`config.mk`:
```
export PLATFORM = sky130hd
export DESIGN_NAME = program_loader_flat
export DESIGN_NICKNAME = d
export VERILOG_FILES = /design/src/rtl/program_loader_if.sv /design/src/rtl/program_loader.sv /design/src/flat_wrapper.sv
export SDC_FILE = /design/constraint.sdc
export NUM_CORES = 1
export LEC_CHECK = 0
export BUFFER_PORTS_ARGS = -buffer_cell sky130_fd_sc_hd__clkbuf_2
export CAP_MARGIN = 5
export CORE_MARGIN = 2
export CORE_UTILIZATION = 41
export DETAILED_ROUTE_END_ITERATION = 12
export MAX_ROUTING_LAYER = met4
export PLACE_DENSITY = 0.61
export SLEW_MARGIN = 40
export SYNTH_ARGS = -nofsm -noshare
export SYNTH_HDL_FRONTEND = slang
export SYNTH_SLANG_ARGS = --single-unit
```
`constraint.sdc`:
```
create_clock -name clk -period 3.2 [get_ports clk]
set_clock_uncertainty 0.05 [all_clocks]
set_input_delay 0.48 -clock clk [delete_from_list [all_inputs] [get_ports clk]]
set_output_delay 0.48 -clock clk [all_outputs]
set_load 0.1 [all_outputs]
```
`src/rtl/program_loader_if.sv`:
```
// program_loader_if: byte-stream input and instruction-write/status output bundle of the program loader.
interface program_loader_if #(parameter int WORD_ADDR_WIDTH = 14);
  logic byte_valid;
  logic [7:0] byte_data;
  logic byte_ready;
  logic instruction_write;
  logic [31:0] instruction_in;
  logic debug_enable;
  logic loading;
  logic done;
  logic error;
  logic [WORD_ADDR_WIDTH:0] words_written;
  modport master (
    input byte_valid, byte_data,
    output byte_ready, instruction_write, instruction_in, debug_enable, loading, done, error, words_written
  );
  modport slave (
    output byte_valid, byte_data,
    input byte_ready, instruction_write, instruction_in, debug_enable, loading, done, error, words_written
  );
endinterface

```
`src/rtl/program_loader.sv`:
```
// program_loader: packs a MAGIC/COUNT/words byte stream into 32-bit instruction writes, stalling the core until loaded.
// Optional PROGRAM_LOADER_CHECKSUM_EN adds a trailing XOR checksum byte checked before release.
module program_loader #(
  parameter int WORD_ADDR_WIDTH = 14,
  parameter logic [7:0] MAGIC = 8'hA5,
  parameter int TIMEOUT_CYCLES = 1000000
) (
  input logic clk,
  input logic rst,
  program_loader_if.master bus
);
  localparam int TW = TIMEOUT_CYCLES > 1 ? $clog2(TIMEOUT_CYCLES) : 1;
  typedef enum logic [2:0] {IDLE, CNT_LO, CNT_HI, DATA, RUN, ERROR
`ifdef PROGRAM_LOADER_CHECKSUM_EN
    , CHK
`endif
  } state_t;
`ifdef PROGRAM_LOADER_CHECKSUM_EN
  localparam state_t FIN = CHK;
  logic [7:0] csum;
`else
  localparam state_t FIN = RUN;
`endif
  state_t state, nxt;
  logic [15:0] count, cnt_in;
  logic [23:0] shift;
  logic [1:0] idx;
  logic [TW-1:0] idle_cnt;
  logic xfer, last, wr, timeout;
  assign xfer = bus.byte_valid & bus.byte_ready;
  assign cnt_in = {bus.byte_data, count[7:0]};
  // last: every word has been strobed; this cycle carries the final strobe
  assign last = state == DATA && 32'(bus.words_written) == 32'(count);
  assign wr = state == DATA && !last && xfer && idx == 2'd3;
  assign timeout = TIMEOUT_CYCLES != 0 && bus.loading && !xfer && !last && 32'(idle_cnt) == 32'(TIMEOUT_CYCLES - 1);
  always_comb begin
    nxt = state;
    case (state)
      IDLE: nxt = xfer && bus.byte_data == MAGIC ? CNT_LO : IDLE;
      CNT_LO: nxt = xfer ? CNT_HI : CNT_LO;
      CNT_HI: nxt = !xfer ? CNT_HI : {16'd0, cnt_in} > (32'd1 << WORD_ADDR_WIDTH) ? ERROR : cnt_in == '0 ? FIN : DATA;
`ifdef PROGRAM_LOADER_CHECKSUM_EN
      DATA: nxt = !last ? DATA : !xfer ? CHK : bus.byte_data == csum ? RUN : ERROR;
      CHK: nxt = !xfer ? CHK : bus.byte_data == csum ? RUN : ERROR;
`else
      DATA: nxt = last ? RUN : DATA;
`endif
      default: nxt = state;
    endcase
    if (timeout) nxt = ERROR;
  end
  always_ff @(posedge clk or negedge rst) begin
    if (!rst) begin
      state <= IDLE;
      count <= '0;
      shift <= '0;
      idx <= '0;
      idle_cnt <= '0;
`ifdef PROGRAM_LOADER_CHECKSUM_EN
      csum <= '0;
`endif
      bus.byte_ready <= 1'b0;
      bus.instruction_write <= 1'b0;
      bus.instruction_in <= '0;
      bus.debug_enable <= 1'b0;
      bus.loading <= 1'b0;
      bus.done <= 1'b0;
      bus.error <= 1'b0;
      bus.words_written <= '0;
    end else begin
      state <= nxt;
      idle_cnt <= xfer || !bus.loading ? '0 : idle_cnt + 1'b1;
      if (state == CNT_LO && xfer) count[7:0] <= bus.byte_data;
      if (state == CNT_HI && xfer) count <= cnt_in;
      if (state == DATA && !last && xfer) begin
        shift <= {bus.byte_data, shift[23:8]};
        idx <= idx + 1'b1;
      end
`ifdef PROGRAM_LOADER_CHECKSUM_EN
      if (state == IDLE && xfer && bus.byte_data == MAGIC) csum <= '0;
      else if (state == DATA && !last && xfer) csum <= csum ^ bus.byte_data;
`endif
      bus.instruction_write <= wr;
      if (wr) begin
        bus.instruction_in <= {bus.byte_data, shift};
        bus.words_written <= bus.words_written + 1'b1;
      end
      bus.byte_ready <= nxt != ERROR;
      bus.debug_enable <= nxt == RUN;
      bus.done <= nxt == RUN;
      bus.error <= nxt == ERROR;
      bus.loading <= nxt != IDLE && nxt != RUN && nxt != ERROR;
    end
  end
endmodule

```
`src/flat_wrapper.sv`:
```
// flat-port wrapper written by rule: the top's interface ports become plain ports
module program_loader_flat 
#(
  parameter int WORD_ADDR_WIDTH = 14,
  parameter logic [7:0] MAGIC = 8'hA5,
  parameter int TIMEOUT_CYCLES = 1000000
)
  (clk, rst, bus_byte_valid, bus_byte_data, bus_byte_ready, bus_instruction_write, bus_instruction_in, bus_debug_enable, bus_loading, bus_done, bus_error, bus_words_written);
  program_loader_if #(.WORD_ADDR_WIDTH(WORD_ADDR_WIDTH)) bus_i ();
  input logic clk;
  input logic rst;
  input wire logic [$bits(bus_i.byte_valid)-1:0] bus_byte_valid;
  input wire logic [$bits(bus_i.byte_data)-1:0] bus_byte_data;
  output wire logic [$bits(bus_i.byte_ready)-1:0] bus_byte_ready;
  output wire logic [$bits(bus_i.instruction_write)-1:0] bus_instruction_write;
  output wire logic [$bits(bus_i.instruction_in)-1:0] bus_instruction_in;
  output wire logic [$bits(bus_i.debug_enable)-1:0] bus_debug_enable;
  output wire logic [$bits(bus_i.loading)-1:0] bus_loading;
  output wire logic [$bits(bus_i.done)-1:0] bus_done;
  output wire logic [$bits(bus_i.error)-1:0] bus_error;
  output wire logic [$bits(bus_i.words_written)-1:0] bus_words_written;
  assign bus_i.byte_valid = bus_byte_valid;
  assign bus_i.byte_data = bus_byte_data;
  assign bus_byte_ready = bus_i.byte_ready;
  assign bus_instruction_write = bus_i.instruction_write;
  assign bus_instruction_in = bus_i.instruction_in;
  assign bus_debug_enable = bus_i.debug_enable;
  assign bus_loading = bus_i.loading;
  assign bus_done = bus_i.done;
  assign bus_error = bus_i.error;
  assign bus_words_written = bus_i.words_written;
  program_loader #(.WORD_ADDR_WIDTH(WORD_ADDR_WIDTH), .MAGIC(MAGIC), .TIMEOUT_CYCLES(TIMEOUT_CYCLES)) u_core (.clk(clk), .rst(rst), .bus(bus_i));
endmodule
```
==> flow_metrics.py, run 1 <==
metrics = {
    "run": {
        "cap_violations": 0,
    },
    "worst_setup_path": {
        "path_buf_inv": 0,
        "reg2reg_from": "u_core.bus.words_written[4]",
        "slowest_delay_ns": 0.53,
        "critPathSlowestCell": "or4_4",
        "cp_top_family": "simple AND/OR/NAND/NOR gates",
        "r2r_slack_ns": 0.51,
        "reg2regPathDepth": 6,
        "crit_fanout": 26,
        "endpoint_kind": "flip-flop",
        "crit_path_start_kind": "flip-flop",
        "worstPathRequired_ns": 3.43,
        "arrival_ns": 2.93,
        "path_class": "reg2reg",
        "reg2reg_to": "u_core.shift[2]",
        "path_cells": "xor2_1 -> or4_4 -> nor4_4 -> nor2_2 -> nand2_2 -> mux2_2",
    },
    "floorplan": {
        "start_util_pct": 42.1,
        "die_h_um": 115,
        "dieArea_mm2": 0.0132,
        "die_w_um": 115,
        "rows": 40,
        "ios": 64,
        "core_area_mm2": 0.0120,
    },
    "sta": {
        "rsz0062_at_grt": "false",
        "min_period_ns": 2.69,
        "fin_ws_ns": 0.507,
        "setup_tns_ns": 0,
        "slew_headroom_pct": 58.6,
        "period_share_pct": 84.1,
        "setup_violations": 0,
        "drv_slew": 0,
        "finalHoldViolCount": 4,
        "timing.hold.ws_ns": -0.00883,
        "worstMarginPinSlew_ns": 0.619,
        "fmax_ghz": 0.371,
    },
    "power": {
        "p_seq_share_pct": 41.3,
        "p_switching_w": 0.00129,
        "power_frac_clock_pct": 40.9,
        "ir_drop_uv": 448,
        "finalPower_w": 0.00454,
        "p_sw_share_pct": 28.5,
        "p_int_w": 0.00325,
        "powerDensity_mw_per_mm2": 742,
        "comb_power_share_pct": 17.8,
        "power.leakage_nw": 2.99,
    },
    "route": {
        "routed-via-count": 3175,
        "firstDrtPassIters": 4,
        "routed_wl_um": 9870,
        "drt-initial-drc-count": 142,
        "via_per_inst": 5.15,
        "wire_per_inst_um": 16.0,
        "route.detailed.drc": 0,
        "ant_nets": 0,
    },
    "layout": {
        "nets": 474,
        "fin_cells": 617,
        "finish.utilization_pct": 51.0,
        "area_growth_pct": 21.1,
        "drive_gt1_share_pct": 37.9,
        "antennaDiodeCount": 0,
    },
    "worst_hold_path": {
        "hp-class": "in2async",
    },
    "global_route": {
        "grt_util_all_layers_pct": 16.8,
        "antenna_found_initial": 0,
        "grt_pass1_wl_um": 16500,
        "grt_max_degree": 61,
        "grt_overflow_total": 0,
        "grt_pass1_vias": 3164,
    },
    "clocking": {
        "clk_pin_slew_ns": 0.05,
        "h-tree-depth": 4,
        "post-cts-setup-buffers": 0,
        "numCtsBuffers": 17,
        "clk_latency_ns": 0.40,
        "cts_tree": "built",
        "post_cts_resized": 0,
        "cts-root-buf": "clkbuf_16",
        "cts_sinks": 117,
        "cts_buffer_depth": 2,
        "ctsHoldBuffers": 0,
    },
    "synthesis": {
        "synth-simple-area-share_pct": 12.9,
        "ys_seq_area_share_pct": 57.9,
        "syn_area_mm2": 0.00506,
        "synth_top_family_by_area": "multiplexers",
        "synth-seq-cells": 117,
        "synthAdderAreaFrac_pct": 0.742,
        "synthMuxAreaShare_pct": 16.6,
        "ys_types": 41,
        "synth_compound_area_share_pct": 1.86,
        "synth-main-ff-cell": "dfrtp_1",
        "synth_xor_area_share_pct": 8.14,
        "synth_nets": 399,
        "synthCells": 385,
        "ys_warn_count": 0,
        "synth_area_per_cell_um2": 13.1,
        "synth_edf_count": 0,
        "ys_async_sr_fraction_pct": 100,
    },
    "run_status": {
        "status": "complete, but fails checks",
        "violations": "hold timing",
    },
    "place": {
        "numPlacedInstances": 588,
        "dpl.hpwl_um": 6680,
        "portBuffers": 63,
        "place_ws_ns": 0.511,
        "gp_congestion": 0.822,
    },
}
-- per-stage QoR --
stage | hold WS (ns) | instance area [um^2]
6_report | -0.00883 | 6120
5_1_grt | 0.0227 | 6120
4_1_cts | 0.114 | 6120
3_5_place_dp | 0.420 | 5530
3_3_place_gp | 0.418 | 5530
2_1_floorplan | 0.134 | 5060
-- cells in the mapped netlist (2+ instances only) --
| cell | n | share of area [%] |
|---|---|---|
| a21oi_1 | 6 | 0.59 |
| and2_1 | 3 | 0.37 |
| and3_1 | 13 | 1.6 |
| and4_1 | 5 | 0.87 |
| buf_4 | 3 | 0.45 |
| buf_6 | 4 | 0.89 |
| clkbuf_1 | 4 | 0.30 |
| dfrtp_1 | 117 | 58 |
| ha_1 | 3 | 0.74 |
| mux2_2 | 73 | 16 |
| nand2_1 | 10 | 0.74 |
| nand2b_1 | 3 | 0.37 |
| nand3_1 | 16 | 1.6 |
| nand3b_1 | 2 | 0.30 |
| nand4_1 | 12 | 1.5 |
| nor2_1 | 26 | 1.9 |
| nor2b_1 | 4 | 0.49 |
| nor3_1 | 3 | 0.30 |
| nor4_1 | 3 | 0.37 |
| o21ai_0 | 5 | 0.49 |
| o21bai_1 | 2 | 0.30 |
| or3_1 | 3 | 0.37 |
| or4_1 | 2 | 0.30 |
| xnor2_1 | 31 | 5.4 |
| xor2_1 | 16 | 2.8 |
-- cells by family after synthesis --
| logic type | after synthesis |
|---|---|
| AOI/OAI and AO/OA | 16 |
| DFF | 117 |
| xor gates and xnor gates | 47 |
| adders and majority gates | 3 |
| buffers and inverters | 14 |
| muxes | 74 |
| and+or+nand+nor | 114 |
-- how the worst max path moves through the flow --
stage,startpoint,to,slack [ns],cells after the start
finish,u_core.bus.words_written[4],u_core.shift[2],0.51,6
global route,u_core.bus.words_written[4],u_core.shift[5],0.32,6
CTS,u_core.bus.words_written[4],u_core.shift[20],0.50,6
detailed placement,u_core.bus.words_written[4],u_core.shift[2],0.51,6
global placement,u_core.bus.words_written[4],u_core.shift[4],0.56,6
floorplan,u_core.bus.words_written[4],u_core.shift[14],0.33,8
-- power groups by stage --
stage	Combinational, W	Sequential, W	Clock [W]
floorplan	0.000509	0.00199	0
global placement	0.000798	0.00189	0
detailed placement	0.000812	0.00189	0
CTS	0.000818	0.00187	0.00191
global route	0.000883	0.00191	0.00198
finish	0.000809	0.00188	0.00186
-- routing by layer --
metal | GRT usage (%) | vias up | wire (um)
met2 | 24.5 | 58 | 4650
met5 | - | - | 0
met1 | 22.3 | 1598 | 4740
met4 | 6.51 | 0 | 148
li1 | - | 1511 | -
met3 | 4.80 | 8 | 341
-- flip-flops by register name, indices dropped and copies added, names as in the netlist --
| signal | count |
|---|---|
| u_core.count | 16 |
| u_core.bus.instruction_in | 32 |
| u_core.bus.instruction_write | 1 |
| u_core.idle_cnt | 20 |
| u_core.state | 3 |
| u_core.bus.loading | 1 |
| u_core.bus.error | 1 |
| u_core.shift | 24 |
| u_core.idx | 2 |
| u_core.bus.debug_enable | 1 |
| u_core.bus.words_written | 15 |
| u_core.bus.byte_ready | 1 |
-- cell usage in the layout (no fill, tap or decap), types with 4 or more instances in the layout --
cell,n
dfrtp_1,117
mux2_2,73
clkbuf_2,62
xnor2_1,31
nor2_1,25
clkbuf_16,17
nand3_1,16
xor2_1,16
and3_1,13
nand4_1,12
nand2_1,10
a21oi_1,6
and4_1,5
o21ai_0,5
buf_4,5
nor2b_1,4
clkinvlp_4,4
-- final cells by class --
type	instances	area [um^2]
fillers	1082	5890
flip-flops and latches	117	2930
multi-input cells	254	2040
clock inverters	9	130
repair buffers	69	379
well taps	147	184
inverters	1	3.75
clock buffers	20	457
No activity file was read; power rests on OpenSTA's default activity.
==> run 2, diff against run 1 <==
--- a/config.mk
+++ b/config.mk
@@ -5,13 +5,14 @@
 export SDC_FILE = /design/constraint.sdc
 export NUM_CORES = 1
 export LEC_CHECK = 0
+export ABC_AREA = 1
 export BUFFER_PORTS_ARGS = -buffer_cell sky130_fd_sc_hd__clkbuf_2
 export CAP_MARGIN = 5
 export CORE_MARGIN = 2
 export CORE_UTILIZATION = 41
 export DETAILED_ROUTE_END_ITERATION = 12
 export MAX_ROUTING_LAYER = met4
-export PLACE_DENSITY = 0.61
+export PLACE_DENSITY = 0.63
 export SLEW_MARGIN = 40
 export SYNTH_ARGS = -nofsm -noshare
 export SYNTH_HDL_FRONTEND = slang
==> constraint.sdc (replaced) <==
create_clock -name clk -period 2.3 [get_ports clk]
set_clock_uncertainty 0.05 [all_clocks]
set_input_delay 0.345 -clock clk [delete_from_list [all_inputs] [get_ports clk]]
set_output_delay 0.345 -clock clk [all_outputs]
set_load 0.1 [all_outputs]
==> run 2 against run 1 <==
  * The flow now finishes without violations
  * Worst hold slack gained 0.19 ns
  * Combinational power shrank 87%
  * Area after synthesis grew 6.9%
  * Critical path depth grew 7
  * Non-clock buffer count grew 3
  * Synthesized cell count grew 68%
  * Total power grew 12%
  * Sequential share of layout area shrank 3.3 points
  * First-iteration DRC count grew 130%
  * Highest routed layer unchanged
==> flow_metrics.py, run 2 <==
metrics = {
    "synthesis": {
        "synth_area_per_cell_um2": 8.38,
        "syn_area_mm2": 0.00540,
        "synthCells": 645,
        "ys_types": 31,
        "synth-seq-cells": 117,
        "synth-main-ff-cell": "dfrtp_1",
        "ys_top_cells_by_count": "nand2_1 (180), dfrtp_1 (117), inv_1 (77)",
        "ys_async_sr_fraction_pct": 100,
        "yosysTopAreaCell": "dfrtp_1",
        "yosysMostFrequentCell": "nand2_1",
        "synth_edf_count": 0,
        "netlist.area_leader.share_pct": 54.2,
        "synthTopCellsByArea": "dfrtp_1 (54%), nand2_1 (13%), inv_1 (5.3%)",
        "ys_seq_area_share_pct": 54.2,
        "synth_nets": 659,
        "ys_warn_count": 0,
    },
    "worst_hold_path": {
        "hp-class": "in2reg",
    },
    "layout": {
        "finish.utilization_pct": 51.6,
        "largest_register": "u_core.bus.instruction_in",
        "final_common_cell": "nand2_1",
        "layout_common_cells": "nand2_1 (180), dfrtp_1 (117), inv_1 (77)",
        "drive_gt1_share_pct": 18.1,
        "top_regs": "u_core.bus.instruction_in x32, u_core.shift x24, u_core.idle_cnt x20",
        "fin_cells": 901,
        "antennaDiodeCount": 0,
        "nets": 732,
        "area_growth_pct": 21.6,
        "largest_reg_flops": 32,
    },
    "place": {
        "dpl.hpwl_um": 8690,
        "numPlacedInstances": 870,
        "portBuffers": 63,
        "gp_congestion": 0.930,
    },
    "worst_setup_path": {
        "crit_path_start_kind": "flip-flop",
        "crit_end": "u_core.bus.words_written[12]",
        "reg2reg_to": "u_core.bus.words_written[12]",
        "crit_start": "u_core.bus.words_written[11]",
        "arrival_ns": 2.26,
        "reg2regPathDepth": 13,
        "worstPathRequired_ns": 2.59,
        "crit_fanout": 23,
        "cp_top_family": "simple AND/OR/NAND/NOR gates",
        "path_class": "reg2reg",
        "r2r_slack_ns": 0.32,
        "slowest_delay_ns": 0.43,
        "critPathSlowestCell": "dfrtp_1",
        "cpMostUsedCell": "nand2_1",
        "path_depth": 13,
        "endpoint_kind": "flip-flop",
        "path_buf_inv": 2,
        "path_cells": "inv_2 -> nand2_1 -> nand2_1 -> nor2_1 -> nand2_1 -> nor2_1 -> nand2_1 -> nand2_4 -> nor2_8 -> nand2_8 -> inv_2 -> nand2_1 -> o21ai_2",
        "reg2reg_from": "u_core.bus.words_written[11]",
    },
    "route": {
        "ant_nets": 0,
        "drt-met1-wl_um": 5860,
        "routed-wl-met2_um": 5760,
        "routed-via-count": 4428,
        "top_layer_used": "met4",
        "route.detailed.drc": 0,
        "drt-initial-drc-count": 323,
        "routed_wl_um": 12500,
        "wire_per_inst_um": 13.8,
        "met3WireLength_um": 620,
        "via_per_inst": 4.91,
        "firstDrtPassIters": 5,
    },
    "global_route": {
        "grt_max_degree": 67,
        "antenna_found_initial": 0,
        "grt_overflow_total": 0,
        "grt_pass1_vias": 4380,
        "grt_util_all_layers_pct": 19.6,
        "grt_pass1_wl_um": 21300,
    },
    "sta": {
        "period_share_pct": 86.0,
        "min_period_ns": 1.98,
        "fmax_ghz": 0.506,
        "setup_tns_ns": 0,
        "slew_headroom_pct": 62.3,
        "finalHoldViolCount": 0,
        "worstMarginPinSlew_ns": 0.568,
        "drv_slew": 0,
        "rsz0062_at_grt": "false",
        "setup_violations": 0,
    },
    "floorplan": {
        "die_h_um": 119,
        "core_area_mm2": 0.0127,
        "dieArea_mm2": 0.0141,
        "die_w_um": 119,
        "start_util_pct": 42.5,
        "rows": 41,
        "ios": 64,
    },
    "clocking": {
        "cts_buffer_depth": 2,
        "cts_tree": "built",
        "post_cts_resized": 0,
        "clk_pin_slew_ns": 0.05,
        "h-tree-depth": 4,
        "numCtsBuffers": 17,
        "cts_sinks": 117,
        "clk_latency_ns": 0.41,
        "cts-root-buf": "clkbuf_16",
    },
    "power": {
        "powerDensity_mw_per_mm2": 772,
        "power.leakage_nw": 3.30,
        "ir_drop_uv": 416,
    },
    "run": {
        "cap_violations": 0,
    },
    "run_status": {
        "status": "finished, final reports clean",
    },
}
==> run 2: changes by cell type after synthesis, sizes merged, moves of 7 or more <==
| cell | delta |
|---|---|
| nand2 | +172 |
| mux2 | -73 |
| o21ai | +90 |
| nand3 | +9 |
| nor2 | +22 |
| inv | +89 |
| nor3 | +14 |
| and3 | -13 |
| xnor2 | -30 |
| a21oi | +7 |
==> run 2: tightest hold or removal path, stage by stage <==
cell and delay, ns:
clkbuf_2 0.13, nand2_1 0.06, o21ai_0 0.06
==> run 2: final cells by class <==
class	instances	area, um^2
Tap cell	172	215
Multi-Input combinational cell	420	2030
Inverter	90	338
Clock buffer	21	470
Clock inverter	9	175
Fill cell	1206	6150
Timing Repair Buffer	72	413
Sequential cell	117	2930
==> run 2: metrics by stage <==
stage	setup slack [ns]	power (W)	hold WS, ns	area, um^2
final	0.323	0.00507	0.178	6570
after global routing	0.112	0.00522	0.195	6570
after CTS	0.307	0.00511	0.167	6570
after detailed placement	0.322	0.00221	0.311	5910
after global placement	0.396	0.00221	0.307	5910
after floorplan	0.00304	0.00213	-0.000591	5400
==> run 2: cells by family after synthesis <==
family,after synthesis,synth area share [%]
buf+inv,108,8.24
fa+ha+maj,3,0.695
simple gates,286,22.3
compound gates,110,11.1
xor+xnor,20,3.24
flops,117,54.2
mux,1,0.208
==> run 2: repair_timing <==
action | CTS | global route
endpoints found under the hold margin | 35 | 0
setup buffers | 0 | 0
hold buffers | 1 | 0
==> run 2: where the power goes <==
group / leakage, nW / switching [W] / internal [W]
Sequential: 1.38 / 0.00000429 / 0.00206
Clock: 0.311 / 0.000907 / 0.00199
Combinational: 1.60 / 0.0000792 / 0.0000228
==> run 2: per-layer routing <==
layer  global-route usage, %  vias to the layer above
met5                       -                        -
met4                    7.37                        0
met3                    5.69                       24
met2                    28.9                      109
met1                    25.6                     2102
li1                        -                     2193
==> run 2: worst min-delay path by stage <==
stage | startpoint | endpoint | cells after the start
CTS | bus_byte_data[5] | u_core.shift[21] | 3
global placement | rst | u_core.bus.instruction_in[7] | 1
floorplan | rst | u_core.bus.byte_ready | 0
global route | bus_byte_data[5] | u_core.shift[21] | 3
finish | bus_byte_data[5] | u_core.shift[21] | 3
detailed placement | rst | u_core.bus.instruction_in[7] | 1
